[config.mk]
export PLATFORM = sky130hd
export DESIGN_NAME = decode_stage_hz
export DESIGN_NICKNAME = d
export VERILOG_FILES = /design/src/rtl/decode_stage_hz.sv
export SDC_FILE = /design/constraint.sdc
export NUM_CORES = 1
export LEC_CHECK = 0
export BUFFER_PORTS_ARGS = -buffer_cell sky130_fd_sc_hd__buf_2
export CAP_MARGIN = 10
export CORE_ASPECT_RATIO = 1.5
export CORE_MARGIN = 2
export CORE_UTILIZATION = 55
export CTS_BUF_LIST = sky130_fd_sc_hd__clkbuf_16
export DETAILED_ROUTE_END_ITERATION = 12
export PLACE_DENSITY_LB_ADDON = 0.1
export SYNTH_ARGS = -nofsm -noshare
export SYNTH_HDL_FRONTEND = slang
export SYNTH_SLANG_ARGS = --single-unit
[constraint.sdc]
create_clock -name clk -period 7.07 [get_ports clk]
set_clock_uncertainty 0.15 [all_clocks]
set_input_delay 1.0605 -clock clk [delete_from_list [all_inputs] [get_ports clk]]
set_output_delay 1.0605 -clock clk [all_outputs]
set_load 0.01 [all_outputs]
[src/rtl/decode_stage_hz.sv]
// Decode stage: register file, flags, branch resolution, counter-based hazard unit, ID/EX register.
// Optional macro DECODE_WB_BYPASS_EN forwards the write port into same-cycle reads.
`timescale 1ns/1ps
module decode_stage_hz #(
  parameter int DATA_W   = 16,
  parameter int NUM_REGS = 16,
  parameter int LOAD_LAT = 1
) (
  input  logic              clk,
  input  logic              rst,
  input  logic              if_valid,
  input  logic [15:0]       if_instr,
  input  logic [DATA_W-1:0] if_pc,
  input  logic              ex_valid,
  input  logic [3:0]        ex_opcode,
  input  logic [3:0]        ex_dst,
  input  logic              mem_valid,
  input  logic [3:0]        mem_opcode,
  input  logic [3:0]        mem_dst,
  input  logic              wb_en,
  input  logic [3:0]        wb_dst,
  input  logic [DATA_W-1:0] wb_data,
  input  logic [2:0]        flag_en,
  input  logic [2:0]        flags_alu,
  output logic              stall,
  output logic              flush,
  output logic [DATA_W-1:0] branch_pc,
  output logic              hlt,
  output logic [2:0]        flags,
  output logic              id_ex_valid,
  output logic [15:0]       id_ex_instr,
  output logic [DATA_W-1:0] id_ex_rs_data,
  output logic [DATA_W-1:0] id_ex_rt_data,
  output logic [DATA_W-1:0] id_ex_imm,
  output logic [DATA_W-1:0] id_ex_pc_next,
  output logic              id_ex_reg_write,
  output logic              id_ex_mem_read,
  output logic              id_ex_mem_write,
  output logic              id_ex_load_hi,
  output logic              id_ex_load_lo
);

  typedef enum logic [1:0] {RUN, STALL, HALT} state_t;

  localparam logic [15:0] NOP = 16'hE000;
  localparam logic [2:0]  EX_LL = 3'(LOAD_LAT);
  localparam logic [2:0]  EX_BR = 3'(LOAD_LAT + 1);
`ifdef DECODE_WB_BYPASS_EN
  localparam logic [2:0]  MEM_LL = 3'(LOAD_LAT - 1);
  localparam logic [2:0]  MEM_BR = 3'(LOAD_LAT);
`else
  localparam logic [2:0]  MEM_LL = 3'(LOAD_LAT);
  localparam logic [2:0]  MEM_BR = 3'(LOAD_LAT + 1);
`endif

  state_t state, state_n;
  logic [2:0] cnt, cnt_n, hz_n, mem_n;
  logic [NUM_REGS-1:0][DATA_W-1:0] rf;

  logic [3:0] op, rs_a, rt_a;
  logic is_alu, is_lw, is_sw, is_llb, is_lhb;
  logic is_b, is_br, is_pcs, is_hlt;
  logic use_rs, use_rt, has_dst;
  logic [DATA_W-1:0] rs_data, rt_data, imm;
  logic [DATA_W-1:0] pc_inc, b_tgt;
  logic [2:0] ccc;
  logic cond_ok, taken, issue;
  logic ex_hit, mem_hit, ex_lw, mem_lw, ex_wr, flag_hz;

  assign op     = if_instr[15:12];
  assign ccc    = if_instr[11:9];
  assign is_alu = ~op[3];
  assign is_lw  = op == 4'h8;
  assign is_sw  = op == 4'h9;
  assign is_llb = op == 4'hA;
  assign is_lhb = op == 4'hB;
  assign is_b   = op == 4'hC;
  assign is_br  = op == 4'hD;
  assign is_pcs = op == 4'hE;
  assign is_hlt = op == 4'hF;

  assign use_rs  = is_alu | is_lw | is_sw | is_llb | is_lhb | is_br;
  assign use_rt  = is_alu | is_sw;
  assign has_dst = is_alu | is_lw | is_llb | is_lhb | is_pcs;
  assign rs_a    = (is_llb | is_lhb) ? if_instr[11:8] : if_instr[7:4];
  assign rt_a    = is_sw ? if_instr[11:8] : if_instr[3:0];

  always_comb begin
    imm = '0;
    unique case (1'b1)
      is_lw | is_sw: imm = DATA_W'({if_instr[3:0], 1'b0});
      is_llb:        imm = DATA_W'(if_instr[7:0]);
      is_lhb:        imm = DATA_W'({if_instr[7:0], 8'h00});
      default:       imm = DATA_W'(if_instr[3:0]);
    endcase
  end

  // rf[0] is never written, so address 0 reads zero
  always_comb begin
    rs_data = '0;
    rt_data = '0;
    for (int i = 0; i < NUM_REGS; i++) begin
      if (rs_a == 4'(i)) rs_data = rf[i];
      if (rt_a == 4'(i)) rt_data = rf[i];
    end
`ifdef DECODE_WB_BYPASS_EN
    if (wb_en && wb_dst != 4'd0 && int'(wb_dst) < NUM_REGS) begin
      if (rs_a == wb_dst) rs_data = wb_data;
      if (rt_a == wb_dst) rt_data = wb_data;
    end
`endif
  end

  always_comb begin
    cond_ok = 1'b0;
    unique case (ccc)
      3'b000: cond_ok = ~flags[2];
      3'b001: cond_ok = flags[2];
      3'b010: cond_ok = ~flags[2] & ~flags[0];
      3'b011: cond_ok = flags[0];
      3'b100: cond_ok = flags[2] | ~flags[0];
      3'b101: cond_ok = flags[0] | flags[2];
      3'b110: cond_ok = flags[1];
      3'b111: cond_ok = 1'b1;
    endcase
  end

  assign pc_inc    = if_pc + DATA_W'(2);
  assign b_tgt     = pc_inc
                   + {{(DATA_W-10){if_instr[8]}}, if_instr[8:0], 1'b0};
  assign taken     = (is_b | is_br) & cond_ok;
  assign branch_pc = !taken ? pc_inc : (is_br ? rs_data : b_tgt);

  assign ex_lw  = ex_opcode == 4'h8;
  assign mem_lw = mem_opcode == 4'h8;
  assign ex_wr  = ~ex_opcode[3] | (ex_opcode == 4'hA)
                | (ex_opcode == 4'hB) | (ex_opcode == 4'hE);
  assign ex_hit = ex_valid && ex_dst != 4'd0
                && ((use_rs && ex_dst == rs_a)
                 || (use_rt && ex_dst == rt_a));
  assign mem_hit = mem_valid && mem_dst != 4'd0
                 && ((use_rs && mem_dst == rs_a)
                  || (use_rt && mem_dst == rt_a));
  // an ALU op in EX has not yet written the flags
  assign flag_hz = (is_b | is_br) && ccc != 3'b111
                 && ex_valid && !ex_opcode[3];
  assign mem_n = is_br ? MEM_BR : MEM_LL;

  always_comb begin
    hz_n = 3'd0;
    if (ex_hit && ex_lw) hz_n = is_br ? EX_BR : EX_LL;
    if (mem_hit && mem_lw && mem_n > hz_n) hz_n = mem_n;
    if (hz_n == 3'd0 && ((is_br && ex_hit && ex_wr) || flag_hz))
      hz_n = 3'd1;
  end

  always_comb begin
    state_n = state;
    cnt_n   = cnt;
    stall   = 1'b0;
    flush   = 1'b0;
    issue   = 1'b0;
    unique case (state)
      RUN: begin
        if (if_valid && cnt == 3'd0) begin
          if (hz_n != 3'd0) begin
            stall = 1'b1;
            cnt_n = hz_n - 3'd1;
            if (hz_n > 3'd1) state_n = STALL;
          end else begin
            issue = 1'b1;
            flush = taken;
            if (is_hlt) state_n = HALT;
          end
        end
      end
      STALL: begin
        stall = 1'b1;
        if (cnt != 3'd0) cnt_n = cnt - 3'd1;
        if (cnt <= 3'd1) state_n = RUN;
      end
      HALT: stall = 1'b1;
      default: state_n = RUN;
    endcase
  end

  assign hlt = state == HALT;

  always_ff @(posedge clk or negedge rst) begin
    if (!rst) begin
      state <= RUN;
      cnt   <= 3'd0;
      flags <= 3'd0;
      rf    <= '0;
    end else begin
      state <= state_n;
      cnt   <= cnt_n;
      flags <= (flags & ~flag_en) | (flags_alu & flag_en);
      for (int i = 1; i < NUM_REGS; i++)
        if (wb_en && wb_dst == 4'(i)) rf[i] <= wb_data;
    end
  end

  always_ff @(posedge clk or negedge rst) begin
    if (!rst) begin
      id_ex_valid     <= 1'b0;
      id_ex_instr     <= NOP;
      id_ex_rs_data   <= '0;
      id_ex_rt_data   <= '0;
      id_ex_imm       <= '0;
      id_ex_pc_next   <= '0;
      id_ex_reg_write <= 1'b0;
      id_ex_mem_read  <= 1'b0;
      id_ex_mem_write <= 1'b0;
      id_ex_load_hi   <= 1'b0;
      id_ex_load_lo   <= 1'b0;
    end else if (issue) begin
      id_ex_valid     <= 1'b1;
      id_ex_instr     <= if_instr;
      id_ex_rs_data   <= rs_data;
      id_ex_rt_data   <= rt_data;
      id_ex_imm       <= imm;
      id_ex_pc_next   <= pc_inc;
      id_ex_reg_write <= has_dst;
      id_ex_mem_read  <= is_lw;
      id_ex_mem_write <= is_sw;
      id_ex_load_hi   <= is_lhb;
      id_ex_load_lo   <= is_llb;
    end else begin
      id_ex_valid     <= 1'b0;
      id_ex_instr     <= NOP;
      id_ex_rs_data   <= '0;
      id_ex_rt_data   <= '0;
      id_ex_imm       <= '0;
      id_ex_pc_next   <= '0;
      id_ex_reg_write <= 1'b0;
      id_ex_mem_read  <= 1'b0;
      id_ex_mem_write <= 1'b0;
      id_ex_load_hi   <= 1'b0;
      id_ex_load_lo   <= 1'b0;
    end
  end

endmodule

==> impl_results.md, run 1 <==
* Status: finished clean
* Ys Warns at 16
* Starting Density at 0.5605
* Post-synth ARST share at 1.000
* Layout area overhead at 13.25%
* Largest net degree at the start of global routing at 153
* Core area at 31930 µm²
* # diodes at 0
* Worst Path Max Fanout at 25
* Post-DRT Antenna Nets at 0
* Layout cells sized above 1 at 0.3096
* Number of global-route vias before repair at 14980
* Synth Area in XOR/XNOR at 0.01908
* Num Clock Sinks at 334
* Fin area at 20270 µm²
* Gr ovfl total at 0
* Die Area at 34030 µm²
* Postcts setup bufs at 0
* Synth top area share at 0.4628
* Sequential share of the synthesized area at 0.4672
* Cells after synthesis at 1644
* TritonCTS Buffers at 35
* WP buf/inv at 3
* Count leader, synth: dfrtp_1
* Worst slew pin tran at 1.204 ns
* Gpl congestion at 0.9684
* Die height at 224.9 µm
* FF-to-FF setup slack at 4.33 ns
* Clock tree from TritonCTS: built
* PD cells at 262.1 nW/µm²
* RSZ-0062 raised after global routing: no
* Final setup vio count at 0
* Register bit total from synthesis at 334
* Worst path arrival time at 4.57 ns
* Simple-Gate Fraction of Synth Area at 0.1218
* Detailed router's first-iteration violation count at 1830
* Max Freq at 0.1729 GHz
* EDFF count, synth at 0
* Post-synthesis mux area share at 0.1812
* WL per Instance at 27.22 µm
* Maximum VDD drop at 0.2471 mV
* Worst hold path class: reg -> reg
* Max Cap Viol at 0
* First-pass DRT Iterations at 7
* Vias at 15130
* Crit-path cells: buf_2 > nand3b_1 > buf_4 > mux2_2 > and3_1 > a221oi_1 > a41oi_1 > a2111oi_0 > o21ai_1 > buf_2
* H-tree levels at 2
* CTS max path bufs at 3
* Most instantiated cells after synthesis: 331 x dfrtp_1, 252 x mux2_2, 110 x nor2_1
* Family with the most delay on the worst path: compound AO/OA/AOI/OAI gates
* # rows at 80
* P_leak at 9.136 nW
* GRT Util Overall at 0.3575
* Critical path required time at 5.86 ns
* Compound-Gate Fraction of Synth Area at 0.1544
* Placed wire-length estimate at 41620 µm
* Worst setup EP type: output port
* Initial antenna violation count at 1
* Top post-synthesis cells by area: dfrtp_1 46%, mux2_2 16%, a22oi_1 2.9%
* CP startpoint kind: input port
* TNS Setup at 0 ns
* Tcrit/Tclk final at 0.8180
* Fin. Hold Viols at 0
* Via density at 6.800
* Post-CTS sizing at 0
* Syn_area_per_cell at 10.89 µm²
* Max Slew Vio Count at 0
* Largest family of logic cells by synthesized area: multiplexers
* Die X at 151.3 µm
* Netlist cell types at 79
* Worst-skew pair later-pin latency at 0.54 ns
* Crit-path most repeated cell: buf_2
* # hold bufs at CTS at 0
* CP peak stage delay at 1.05 ns
* Placed cell areas at 19160 µm²
* Final Util at 0.6348
* Final Hold Slack at 0.3815 ns
* Clock-pin transition on the worst setup and hold timing paths at 0.06 ns
* Main synth FF type: dfrtp_1
* Total wire length at 60560 µm
* Final std cells w/o fill at 2225
* Synth Area in Adders at 0.01790
* IO buf count at 187
* Net Count, Synth at 1749
* Root buf cell: clkbuf_16
* Post-route minimum period at 5.783 ns
* Area leader, netlist: dfrtp_1
* Setup CP Type: in -> out
* Cell area after synthesis at 17900 µm²
* # DRC at 0
* Nets at 1894
* First-pass GRT wire length at 90160 µm
* Relative slew margins at 0.1975
* Placed cell count at 2162
* I/O pins at 188
* Worst path slowest cell: a2111oi_0
per-stage QoR:
step           setup WS (ns)  total power [W]
5_1_grt                1.114         0.005498
6_report               1.287         0.005314
2_1_floorplan          2.101         0.003090
4_1_cts                1.389         0.005297
3_5_place_dp           1.395         0.003489
3_3_place_gp           1.480         0.003451
kinds of logic (layout without fill, tap and decap cells):
logic type               after synthesis  count (layout)
XOR/XNOR                              39              39
flip-flops                           334             334
multiplexers                         284             284
AO/OA/AOI/OAI                        388             388
adder cells (fa/ha/maj)               25              25
buffers and inverters                162             333
AND/OR/NAND/NOR                      412             412
sequential cells by signal (all words and copies together) (netlist names), 2 cells and up, named ones only:
name,flops
rf,240
id_ex_rs_data,16
id_ex_instr,16
id_ex_rt_data,16
state,2
id_ex_pc_next,16
cnt,3
id_ex_imm,16
routing by layer:
metal,share of wire,up-vias,GRT usage
li1,-,6454,-
met1,0.35,7488,0.4298
met2,0.47,932,0.5658
met3,0.092,254,0.06741
met4,0.086,2,0.2680
met5,0.00028,-,0
power breakdown:
group          internal [W]  total [W]  switching, W
logic              0.000447   0.000964      0.000517
clock network       0.00102    0.00182      0.000793
registers           0.00224    0.00253      0.000297
layout make-up:
cell class / count / area [µm²]
fillers: 2612 / 11660
multi-input cells: 1148 / 8859
inverters: 41 / 153.9
well taps: 410 / 513.0
repair buffers: 229 / 1274
clock inverters: 28 / 232.7
clock buffers: 35 / 875.8
flip-flops and latches: 334 / 8362
cells in the final DEF, fill, tap and decap left out, types with 17 or more instances in the layout:
cell type / synthesis / layout
o22ai_1: 35 / 35
mux2i_1: 22 / 22
nor2_1: 110 / 110
and2_1: 26 / 26
nand3_1: 32 / 31
nor3_1: 46 / 46
ha_1: 24 / 24
clkbuf_16: 0 / 35
inv_1: 41 / 46
buf_4: 4 / 41
buf_2: 21 / 186
nand2b_1: 18 / 18
a222oi_1: 23 / 23
mux2_2: 252 / 252
o21ai_0: 51 / 51
a22oi_1: 69 / 69
a21oi_1: 72 / 72
dfrtp_1: 331 / 331
nand2_1: 65 / 65
nand4_1: 17 / 17
xnor2_1: 24 / 24
worst reg2reg max path: cells and delay by family (launching register included):
kind                     cells  cell delay, ns
adder cells (fa/ha/maj)      1            0.17
buffers and inverters        3            1.00
AO/OA/AOI/OAI                1            0.12
flip-flops                   1            0.42
AND/OR/NAND/NOR              3            0.78
worst paths after layout:
path,start,end,cells past startpoint
worst min register to register,rf[210],rf[210],1
worst max-delay path,if_instr[15],branch_pc[2],10
min in group asynchronous,rst,state[1],1
worst min-delay path,rf[210],rf[210],1
max in group asynchronous,rst,rf[225],2
worst max register to register,cnt[0],id_ex_rt_data[4],8
Power figures use the tool's default switching activity.
==> run 2, diff against run 1 <==
Settings changed: CORE_UTILIZATION 55 to 54.
Clock period 7.07 ns to 5.1 ns, I/O delays scaled along.
==> run 2 against run 1 <==
  * Power grew 34%
  * Non-clock buffer count up 36
  * First-iteration DRC count decreased by 9.5%
  * Sequential cell count did not move
  * Clock power is 24% higher
  * Worst setup slack got worse by 1.1 ns
  * Register-to-register slack worse by 1.8 ns
  * Wire length rose by 0.47%
  * Global-route usage shrank 1.5 points
  * Final cell count increased by 1.4%
  * Sequential share of layout area decreased by 0.31 points
==> impl_results.md, run 2 (synthesis gave the netlist of run 1 again) <==
* Total Power at 0.007122 W (+34%)
* First-pass GRT wire length at 90070 µm (about the same)
* Commonest non-fill, non-tap cells in the layout: 331 x dfrtp_1, 252 x mux2_2, 186 x buf_2, 110 x nor2_1, 75 x buf_4
* Clock-pin transition on the worst setup and hold timing paths at 0.06 ns (about the same)
* Layout cells sized above 1 at 0.3194 (+0.009750)
* TritonCTS Buffers at 31 (-11%)
* Die height at 227.0 µm (+0.90%)
* Die Area at 34650 µm² (+1.8%)
* Gr ovfl total at 0 (unchanged)
* Worst hold path class: in -> async
* Worst-skew pair later-pin latency at 0.59 ns (+0.05 ns)
* CP startpoint kind: input port
* Critical path required time at 4.18 ns (-1.68 ns)
* Fin area at 20420 µm² (+0.77%)
* Vias at 15220 (+0.59%)
* Max Freq at 0.2049 GHz
* Placed cell areas at 19460 µm² (+1.6%)
* Worst slew pin tran at 1.221 ns (+0.01693 ns)
* RSZ-0062 raised after global routing: no
* Setup CP Type: in -> out
* Worst path arrival time at 3.96 ns (-0.61 ns)
* GRT Util Overall at 0.3422 (-0.01534)
* Top reg by flops: rf
* Clock tree from TritonCTS: built
* Max Cap Viol at 0 (unchanged)
* Detailed router's first-iteration violation count at 1657 (-9.5%)
* Starting Density at 0.5485 (-0.01208)
* Max FFs per register at 240 (unchanged)
* Core area at 32630 µm² (+2.2%)
* CTS max path bufs at 3 (unchanged)
* Relative slew margins at 0.1756 (-0.02193)
* Post-DRT Antenna Nets at 0 (unchanged)
* Leading cell type in the layout, fill and taps excluded: dfrtp_1
* Via density at 6.743 (-0.84%)
* Total wire length at 60840 µm (+0.47%)
* P_leak at 9.246 nW (+1.2%)
* WL per Instance at 26.96 µm (-0.95%)
* Worst setup EP type: output port
* Initial antenna violation count at 2 (+1)
* # hold bufs at CTS at 0 (unchanged)
* Num Clock Sinks at 334 (unchanged)
* Root buf cell: clkbuf_16
* First-pass DRT Iterations at 6 (-1)
* Post-route minimum period at 4.880 ns
* # rows at 81 (+1.3%)
* H-tree levels at 1 (-1)
* Layout area overhead at 14.11%
* Max Slew Vio Count at 0 (unchanged)
* Final setup vio count at 0 (unchanged)
* Tcrit/Tclk final at 0.9568
* TNS Setup at 0 ns (unchanged)
* Placed cell count at 2203 (+1.9%)
* PD cells at 348.7 nW/µm² (+33%)
* Number of global-route vias before repair at 14900 (-0.53%)
* IO buf count at 187 (unchanged)
* Fin. Hold Viols at 0 (unchanged)
* Crit-path cells: buf_2 > and3_1 > and3_1 > xnor2_1 > inv_1 > ha_1 > or2_2 > o31ai_1 > o31ai_1 > o41ai_1 > o21ai_0 > xor2_1 > nor3_1 > a211oi_1 > buf_2
* Final std cells w/o fill at 2257 (+1.4%)
* Die X at 152.7 µm (+0.90%)
* Worst path slowest cell: o41ai_1
* # DRC at 0 (unchanged)
* Family with the most delay on the worst path: compound AO/OA/AOI/OAI gates
* I/O pins at 188 (unchanged)
* Maximum VDD drop at 0.3060 mV (+24%)
* CP peak stage delay at 0.50 ns (-0.55 ns)
* Gpl congestion at 0.9645 (-0.40%)
* WP buf/inv at 3 (unchanged)
* Status: finished clean
* Placed wire-length estimate at 42600 µm (+2.4%)
* Largest net degree at the start of global routing at 119 (-22%)
* Nets at 1926 (+1.7%)
* Worst Path Max Fanout at 4 (-84%)
## run 2: cell count changes in the layout (fill, tap and decap cells not counted), sizes merged
| cell | change |
|---|---|
| clkinv | -2 |
| inv | -4 |
| diode | +1 |
| clkbuf | -4 |
| buf | +36 |
## run 2: through the flow
step | util | hold slack [ns] | worst slack, ns
global route | 0.6258 | 0.1417 | 0.05696
detailed placement | 0.5964 | 0.3653 | 0.2469
floorplan | - | 0.3194 | 0.7223
finish | 0.6259 | 0.03650 | 0.2203
CTS | 0.6258 | 0.1147 | 0.2405
global placement | 0.5964 | 0.3577 | 0.2807
## run 2: path summary, 6_finish.rpt
kind | from | endpoint | slack (ns) | depth (start not counted)
min in group clk | flag_en[0] | flop | 0.24 | 2
min | rst | state[0] | 0.04 | 1
max | if_pc[3] | branch_pc[14] | 0.22 | 15
min reg2reg | rf[254] | rf[254] | 0.38 | 1
max in group asynchronous | rst | rf[244] | 3.48 | 2
max reg2reg | cnt[0] | id_ex_imm[8] | 2.54 | 8
## run 2: worst reg2reg max path, delay by kind of cell (launching register included)
family	cells	cell delay, ns
buffers and inverters	2	0.45
AND/OR/NAND/NOR	5	1.28
flip-flops	1	0.42
adder cells (fa/ha/maj)	1	0.19
## run 2: report_power, final
group          leakage (nW)  internal (W)  total, W  switching (W)
sequential             4.23       0.00310   0.00349       0.000391
clock                 0.489       0.00125   0.00226        0.00101
combinational          4.53      0.000646   0.00137       0.000727
total                  9.25       0.00499   0.00712        0.00213
## run 2: area by class of cell
type                    count  area, µm²
diodes                      1      2.502
clock buffers              31      775.7
clock inverters            22      183.9
fillers                  2701      12210
inverters                  41      153.9
multi-input cells        1148       8859
flip-flops and latches    334       8362
well taps                 415      519.2
repair buffers            265       1569
## run 2: what timing repair did
item	CTS	global route
setup buffers	0	0
resized for setup	0	1
setup endpoints to repair	0	1
## run 2: layer usage
layer	GRT usage	share of wire
met5	0	0.00023
met4	0.2339	0.078
met3	0.05349	0.082
met2	0.5743	0.48
met1	0.4077	0.36
